==> src/rtl/gpio_pkg.sv <==
// Shared GPIO definitions: register offsets, base address and the address decoder.
package gpio_pkg;

  // Base of the GPIO window, as seen by the CPU's address decoder.
  localparam logic [31:0] GPIO_BASE = 32'h8000_0000;

  // Register offsets inside the window (byte addresses).
  localparam logic [7:0] GPIO_LED      = 8'h00;
  localparam logic [7:0] GPIO_SW       = 8'h04;
  localparam logic [7:0] GPIO_CHANGED  = 8'h08;
  localparam logic [7:0] GPIO_IRQ_MASK = 8'h0C;

  typedef enum logic [2:0] {
    SEL_LED,
    SEL_SW,
    SEL_CHANGED,
    SEL_IRQ_MASK,
    SEL_NONE
  } gpio_sel_e;

  // Word-aligned offset (low two bits already zeroed) to register select.
  function automatic gpio_sel_e gpio_decode(input logic [31:0] offset);
    gpio_sel_e sel;
    sel = SEL_NONE;
    if (offset == 32'(GPIO_LED))      sel = SEL_LED;
    if (offset == 32'(GPIO_SW))       sel = SEL_SW;
    if (offset == 32'(GPIO_CHANGED))  sel = SEL_CHANGED;
    if (offset == 32'(GPIO_IRQ_MASK)) sel = SEL_IRQ_MASK;
    return sel;
  endfunction

endpackage

==> src/rtl/gpio_debounce.sv <==
// Two-flop synchroniser plus whole-vector debouncer for the switch pins.
// update is non-zero only in the cycle whose closing edge changes sw_stable,
// and then carries old ^ new so the caller can set its sticky bits on that edge.
module gpio_debounce #(
  parameter int SW_WIDTH        = 8,
  parameter int DEBOUNCE_CYCLES = 4
) (
  input  logic                clk,
  input  logic                reset,
  input  logic [SW_WIDTH-1:0] switches,
  output logic [SW_WIDTH-1:0] sw_stable,
  output logic [SW_WIDTH-1:0] update
);

  localparam int                CNT_W    = $clog2(DEBOUNCE_CYCLES) + 1;
  localparam logic [CNT_W-1:0] CNT_LAST = CNT_W'(DEBOUNCE_CYCLES - 1);

  logic [SW_WIDTH-1:0] sync1_q, sync1_d;
  logic [SW_WIDTH-1:0] sync2_q, sync2_d;
  logic [SW_WIDTH-1:0] cand_q, cand_d;
  logic [SW_WIDTH-1:0] sw_stable_q, sw_stable_d;
  logic [CNT_W-1:0]    cnt_q, cnt_d;

  // Next-state: restart on any candidate change, accept after a full stable run.
  always_comb begin
    // NOTE: every output of this block gets a default first, so no path leaves
    // a variable unassigned and no latch is inferred.
    sync1_d     = switches;
    sync2_d     = sync1_q;
    cand_d      = cand_q;
    cnt_d       = cnt_q;
    sw_stable_d = sw_stable_q;
    update      = '0;
    if (sync2_q != cand_q) begin
      cand_d = sync2_q;
      cnt_d  = '0;
    end else if (cand_q != sw_stable_q) begin
      if (cnt_q == CNT_LAST) begin
        sw_stable_d = cand_q;
        cnt_d       = '0;
        update      = cand_q ^ sw_stable_q;
      end else begin
        cnt_d = cnt_q + CNT_W'(1);
      end
    end else begin
      cnt_d = '0;
    end
  end

  // State registers; reset discards any pending candidate.
  always_ff @(posedge clk or negedge reset) begin
    // NOTE: sequential state uses non-blocking assignments so every flop
    // samples pre-edge values regardless of statement order.
    if (!reset) begin
      sync1_q     <= '0;
      sync2_q     <= '0;
      cand_q      <= '0;
      cnt_q       <= '0;
      sw_stable_q <= '0;
    end else begin
      sync1_q     <= sync1_d;
      sync2_q     <= sync2_d;
      cand_q      <= cand_d;
      cnt_q       <= cnt_d;
      sw_stable_q <= sw_stable_d;
    end
  end

  assign sw_stable = sw_stable_q;

endmodule

==> src/rtl/mmio_gpio.sv <==
// Memory-mapped GPIO responder: LED register, debounced switches, sticky
// change flags with W1C, interrupt mask and a registered level interrupt.
module mmio_gpio
  import gpio_pkg::*;
#(
  parameter int SW_WIDTH        = 8,
  parameter int LED_WIDTH       = 8,
  parameter int DEBOUNCE_CYCLES = 4,
  parameter int ADDR_W          = 8
) (
  input  logic                 clk,
  input  logic                 reset,
  input  logic                 req_valid,
  input  logic                 req_we,
  input  logic [ADDR_W-1:0]    req_addr,
  input  logic [31:0]          req_wdata,
  output logic [31:0]          rdata,
  output logic                 rvalid,
  input  logic [SW_WIDTH-1:0]  switches,
  output logic [LED_WIDTH-1:0] leds,
  output logic                 irq
);

  logic [SW_WIDTH-1:0]  sw_stable;
  logic [SW_WIDTH-1:0]  sw_update;
  logic [ADDR_W-1:0]    addr_word;
  gpio_sel_e            sel;
  logic                 rd_en, wr_en;

  logic [LED_WIDTH-1:0] leds_q, leds_d;
  logic [SW_WIDTH-1:0]  sw_changed_q, sw_changed_d;
  logic [SW_WIDTH-1:0]  irq_mask_q, irq_mask_d;
  logic [31:0]          rdata_q, rdata_d;
  logic                 rvalid_q, rvalid_d;
  logic                 irq_q, irq_d;

  gpio_debounce #(
    .SW_WIDTH       (SW_WIDTH),
    .DEBOUNCE_CYCLES(DEBOUNCE_CYCLES)
  ) u_debounce (
    .clk      (clk),
    .reset    (reset),
    .switches (switches),
    .sw_stable(sw_stable),
    .update   (sw_update)
  );

  assign addr_word = {req_addr[ADDR_W-1:2], 2'b00};
  assign sel       = gpio_decode(32'(addr_word));
  assign rd_en     = req_valid && !req_we;
  assign wr_en     = req_valid &&  req_we;

  // Register writes, read mux and interrupt level, all from pre-edge state.
  always_comb begin
    leds_d       = leds_q;
    irq_mask_d   = irq_mask_q;
    sw_changed_d = sw_changed_q;
    rdata_d      = rdata_q;
    rvalid_d     = rd_en;
    irq_d        = |(sw_changed_q & irq_mask_q);

    if (wr_en) begin
      case (sel)
        SEL_LED:      leds_d       = req_wdata[LED_WIDTH-1:0];
        SEL_CHANGED:  sw_changed_d = sw_changed_q & ~req_wdata[SW_WIDTH-1:0];
        SEL_IRQ_MASK: irq_mask_d   = req_wdata[SW_WIDTH-1:0];
        default:      ;
      endcase
    end
    // A debounced change sets its bits after any clear, so a set wins.
    sw_changed_d = sw_changed_d | sw_update;

    if (rd_en) begin
      case (sel)
        SEL_LED:      rdata_d = 32'(leds_q);
        SEL_SW:       rdata_d = 32'(sw_stable);
        SEL_CHANGED:  rdata_d = 32'(sw_changed_q);
        SEL_IRQ_MASK: rdata_d = 32'(irq_mask_q);
        default:      rdata_d = '0;
      endcase
    end
  end

  // Register file and response flops.
  always_ff @(posedge clk or negedge reset) begin
    if (!reset) begin
      leds_q       <= '0;
      sw_changed_q <= '0;
      irq_mask_q   <= '0;
      rdata_q      <= '0;
      rvalid_q     <= 1'b0;
      irq_q        <= 1'b0;
    end else begin
      leds_q       <= leds_d;
      sw_changed_q <= sw_changed_d;
      irq_mask_q   <= irq_mask_d;
      rdata_q      <= rdata_d;
      rvalid_q     <= rvalid_d;
      irq_q        <= irq_d;
    end
  end

  assign leds   = leds_q;
  assign rdata  = rdata_q;
  assign rvalid = rvalid_q;
  assign irq    = irq_q;

endmodule

==> config.mk <==
export PLATFORM = sky130hd
export DESIGN_NAME = mmio_gpio
export DESIGN_NICKNAME = d
export VERILOG_FILES = /design/src/rtl/gpio_pkg.sv /design/src/rtl/gpio_debounce.sv /design/src/rtl/mmio_gpio.sv
export SDC_FILE = /design/constraint.sdc
export NUM_CORES = 1
export LEC_CHECK = 0
export CORE_MARGIN = 2
export CORE_UTILIZATION = 35
export CTS_BUF_LIST = sky130_fd_sc_hd__clkbuf_4 sky130_fd_sc_hd__clkbuf_8 sky130_fd_sc_hd__clkbuf_16
export DETAILED_ROUTE_END_ITERATION = 8
export GPL_ROUTABILITY_DRIVEN = 0
export GPL_TIMING_DRIVEN = 0
export PLACE_DENSITY = 0.6
export RECOVER_POWER = 50
export SLEW_MARGIN = 20
export SYNTH_ARGS = -nofsm -noshare
export SYNTH_HDL_FRONTEND = slang
export SYNTH_SLANG_ARGS = --single-unit
export TNS_END_PERCENT = 1
==> constraint.sdc <==
create_clock -name clk -period 3.3 [get_ports clk]
set_clock_uncertainty 0.05 [all_clocks]
set_input_delay 0.825 -clock clk [delete_from_list [all_inputs] [get_ports clk]]
set_output_delay 0.825 -clock clk [all_outputs]
set_load 0.005 [all_outputs]
## After elaboration in Yosys (flattened, before gate mapping)

Cells that the tools add are included.

- Output and inout bits: 42
- Logic and storage cells: 49
- Register bits: 93
- Bits of input ports: 52

- Reductions and logical operators: 9
- Add/subtract/negate cells: 1
- Muxes and demuxes: 13
- Bitwise operators: 6
- Equal/unequal tests: 9

Operator list:

| cell | number |
|---|---|
| 8-bit two-way mux | 5 |
| 8-bit one-hot mux with 4 select lines | 1 |
| 3-bit two-way mux | 7 |
| 8-bit AND | 2 |
| 8-bit inequality test | 2 |
| 6-bit by 2-bit equality test with 1-bit output (second input constant) | 2 |
| 3-bit by 2-bit equality test with 1-bit output (second input constant) | 3 |
| 8-bit logical NOT | 1 |
| 8-bit NOT | 1 |
| 8-bit bitwise OR | 1 |
| 8-bit OR reduction | 1 |
| 8-bit bitwise XOR | 1 |
| 6-bit by 1-bit equality test with 1-bit output (second input constant) | 1 |
| 2-bit AND reduction | 2 |
| 3-bit by 1-bit adder with 3-bit output (second input constant) | 1 |
| 3-bit by 1-bit equality test with 1-bit output (second input constant) | 1 |
| 3-bit logical NOT | 1 |
| 3-bit AND reduction | 1 |
| 1-bit logical AND | 2 |
| 1-bit logical NOT | 1 |
| 1-bit NOT | 1 |

## Depth between registers and ports, before layout

- Depth in word-level cells: 9
- Depth in mapped cells: 5
- Gate-level depth less buffers: 4

## Cells and area by module

A second synthesis with hierarchy kept.

- Cells, all modules: 223
- Area total of the unflattened synthesis: 3036.7 µm²

By module, submodules not included:

| module | times used | area each (µm²) | seq. area each (µm²) | cells each |
|---|---|---|---|---|
| mmio_gpio | 1 | 1727.9 | 850.8 | 134 |
| gpio_debounce | 1 | 1308.8 | 875.8 | 89 |

## Worst setup path before layout

OpenSTA, ideal clock, no wires.

- Path type: input to register
- Start: input req_addr[7]
- End: register irq_mask_q[0]
- Slack: 1026 ps
- Buffers on the path: 0
- Arrival time: 2099 ps
- Stages: 3
- Required time: 3125 ps
- Library setup time: 125 ps
- Cells stage by stage: or4_4 nor3_4 mux2_2

- Longest elaborated chain between the ends: 7
- Elaborated cells between the ends (all ways): 10

RTL lines:

| what | line | text |
|---|---|---|
| start, declared | mmio_gpio.sv:15 | `input logic [ADDR_W-1:0] req_addr,` |
| 8-bit logical NOT | gpio_pkg.sv:25 | `if (offset == 32'(GPIO_LED)) sel = SEL_LED;` |
| 3-bit two-way mux | gpio_pkg.sv:25 |  |
| 3-bit two-way mux | gpio_pkg.sv:26 | `if (offset == 32'(GPIO_SW)) sel = SEL_SW;` |
| 3-bit two-way mux | gpio_pkg.sv:27 | `if (offset == 32'(GPIO_CHANGED)) sel = SEL_CHANGED;` |
| 3-bit two-way mux * | gpio_pkg.sv:28 | `if (offset == 32'(GPIO_IRQ_MASK)) sel = SEL_IRQ_MASK;` |
| 3-bit by 2-bit equality test with 1-bit output * | mmio_gpio.sv:63 | `case (sel)` |
| 2-bit AND reduction (no source line) * | - |  |
| end signal, assigned | mmio_gpio.sv:96 | `irq_mask_q <= irq_mask_d;` |
| end, declared | mmio_gpio.sv:32 | `logic [SW_WIDTH-1:0] irq_mask_q, irq_mask_d;` |

Every way passes the cells marked *; elsewhere a longest branch is shown, timed or not.
A chain may end at the register's enable or synchronous reset.

## Final worst setup path

- Start: input req_addr[3]
- End: register irq_mask_q[4]

Same word-level chain as after synthesis.

==> results by group <==
STA
  • Slew HR: -0.0173
  • Setup WS post-layout: about 0.55 ns
  • Fmax: ~0.36 GHz
  • Fin crit period: roughly 2.8 ns
  • Worst Tran Pin Value: around 1.5 ns
  • Finish-stage setup viols: 0
  • Final Max Tran Viols: 28
  • RSZ-0062 raised after global routing: no
  • Fin Hold WS: approximately 0.30 ns
  • Final hold vios: 0
  • Final period utilization: 0.834

Global routing
  • Initial antenna violation count: 0
  • Pin count of the biggest net entering global routing: 43
  • Total gr overflow: 0
  • All-Layer GR Usage: 0.127
  • First-pass GRT wire length: around 8600 um
  • Vias in the first global route: 1,721

Place
  • HPWL after DPL: 3960 um
  • Port bufs: 43
  • Placed Area: ~3700 um2
  • Place WS: 0.182 ns

Critical path
  • Crit path max fanout: 10
  • Cells on worst reg2reg path: 5
  • CP Class: input pin to register
  • CP Capture Type: register
  • Crit path launch type: input pin
  • CP Data Required Time: approximately 3.5 ns
  • Worst Path Arrival: 2.92 ns

Synthesis
  • Ys Warns: 0
  • Number of synthesized flops with an enable pin: 0
  • Area leader, netlist: dfrtp_1
  • Post-Syn Area: 3000 um2
  • Register area share after synthesis: 0.576
  • Top cell type's share of synthesized area: 0.576
  • Post-Syn Instances: between 200 and 250
  • Ys async rst share: 1.00
  • Synth Flop Type: dfrtp_1
  • Area contributors post-synth: dfrtp_1 (58%), mux2_2 (8.6%), buf_4 (6.0%)
  • Unique masters post-synth: 31
  • FF+latch count, synth: 69
  • Syn_area_per_cell: 14.3 um2

Floorplanning
  • Row count: 33
  • Die H: 96.5 um
  • Die Wd: 96.5 um
  • Core Region: ~8300 um2
  • Initial core utilization: 0.363
  • Top Ports: 94
  • Die ar.: 9320 um2

Drt
  • Routed WL: around 5400 um
  • First drt pass iteration count: 4
  • Antenna Nets Post-Route: 0
  • WL per Instance: 13.5 um
  • DRT iter0 DRCs: 48
  • DRC violations left: 0
  • Via Count: 1,751
  • Drt via density: 4.41

Hold path
  • Hold depth: 0
  • Hold WC Path Type: register to register

Clock network
  • CTS tree: built
  • Worst skew pair latency: 0.33 ns
  • Htree depth: 3
  • Cts bufs inserted: 9
  • Clk pin slew, worst setup/hold paths: 0.07 ns
  • Sink Count: 69
  • Post-CTS Setup Bufs: 0
  • Root buffer cell: clkbuf_8
  • Clock Path Buffers: 2
  • Post-CTS Resized: 0
  • Hold_buf cts: 0

Status
  • Failing checks: capacitance limit, slew limit
  • Status: finished, violations left

Final layout
  • Syn-to-layout area delta: 27.8%
  • Ant. Diodes: 0
  • Most frequent cells in the layout: dfrtp_1 (69), clkdlybuf4s50_1 (34), buf_4 (24), conb_1 (24), mux2_2 (23)
  • Most common cell after layout, fill and taps aside: dfrtp_1
  • Share of cells above drive strength 1: 0.301
  • Final design utilization: 0.464
  • Final #Nets: around 340
  • Post-route cell area: 3830 um2

Pwr
  • Peak VDD IR: 0.200 mV
  • Pleak: 1.77 nW
  • Power per Cell Area: about 430 nW/um2
  • PnR Total Power: 1.66 mW

Job
  • Max-capacitance violation count: 1
==> metal layers <==
metal | global-route usage | share of wire | vias to the layer above
met1 | 0.161 | 0.46 | 842
li1 | - | - | 847
met3 | 0.0326 | 0.054 | 8
met2 | 0.198 | 0.47 | 54
met5 | 0 | 0 | -
met4 | 0.0704 | 0.016 | 0
==> area by class of cell <==
| class | instances | area (um2) |
|---|---|---|
| timing repair buffer | 44 | 444 |
| clock buffer | 13 | 160 |
| fill | 780 | 4430 |
| clock inverter | 2 | 10.0 |
| inverter | 2 | 7.51 |
| buffer | 36 | 233 |
| sequential | 69 | 1730 |
| tap | 105 | 131 |
| multi-input combinational | 126 | 1120 |
==> path summary, 6_finish.rpt <==
path	startpoint	end	slack, ns
hold / removal	u_debounce.sync1_q[1]$_DFF_PN0_	u_debounce.sync2_q[1]$_DFF_PN0_	0.30
setup reg to reg	u_debounce.cand_q[7]$_DFFE_PN0N_	u_debounce.sw_stable[6]$_DFFE_PN0P_	1.10
max in group asynchronous	reset	sw_changed_q[4]$_DFF_PN0_	1.50
hold reg to reg	u_debounce.sync1_q[1]$_DFF_PN0_	u_debounce.sync2_q[1]$_DFF_PN0_	0.30
setup / recovery	req_addr[3]	irq_mask_q[4]$_DFFE_PN0P_	0.55
min in group asynchronous	reset	u_debounce.sync1_q[6]$_DFF_PN0_	0.80
==> cell usage after synthesis, types with 2 or more instances <==
master and number:
xor2_1 8, xnor2_1 8, a22o_1 8, a22o_2 8, mux2_2 23, buf_4 24, a22oi_1 5, nand2_1 11
nor3b_1 2, mux2_4 2, nand4_1 4, mux4_2 7, nand2b_1 2, dfrtp_1 69, inv_1 2, nor4_2 2
nor2_1 2, clkbuf_1 10
==> cells by family after synthesis <==
group | after synthesis | synth area share
DFF | 69 | 0.576
buffers and inverters | 38 | 0.0802
muxes | 32 | 0.149
and+or+nand+nor | 30 | 0.0672
AOI/OAI and AO/OA | 23 | 0.0752
xor gates and xnor gates | 16 | 0.0468
adders and majority gates | 1 | 0.00417
other | 1 | 0.00125
==> stage by stage <==
step,TNS [ns],std cells
final,0,397
after CTS,0,397
after global routing,0,397
after global placement,-66.48,381
after detailed placement,0,382
after floorplan,0,233
==> sequential cells by signal, summed over array words and instances (netlist names), 3 cells and up <==
register              cells
rdata                     8
u_debounce.sync2_q        8
sw_changed_q              8
u_debounce.cand_q         8
u_debounce.cnt_q          3
u_debounce.sw_stable      8
irq_mask_q                8
leds                      8
u_debounce.sync1_q        8
==> critical path: stages <==
cell             delay [ns]
clkdlybuf4s50_1        0.52
buf_1                  0.56
nand2_1                0.19
nor3_4                 0.44
mux2_2                 0.39
==> power by group <==
group          internal [mW]  leakage [nW]  switching, mW
combinational         0.0944         0.780         0.0658
clock                  0.312        0.0935          0.290
sequential             0.878         0.902         0.0225
No activity file was read; power rests on OpenSTA's default activity.
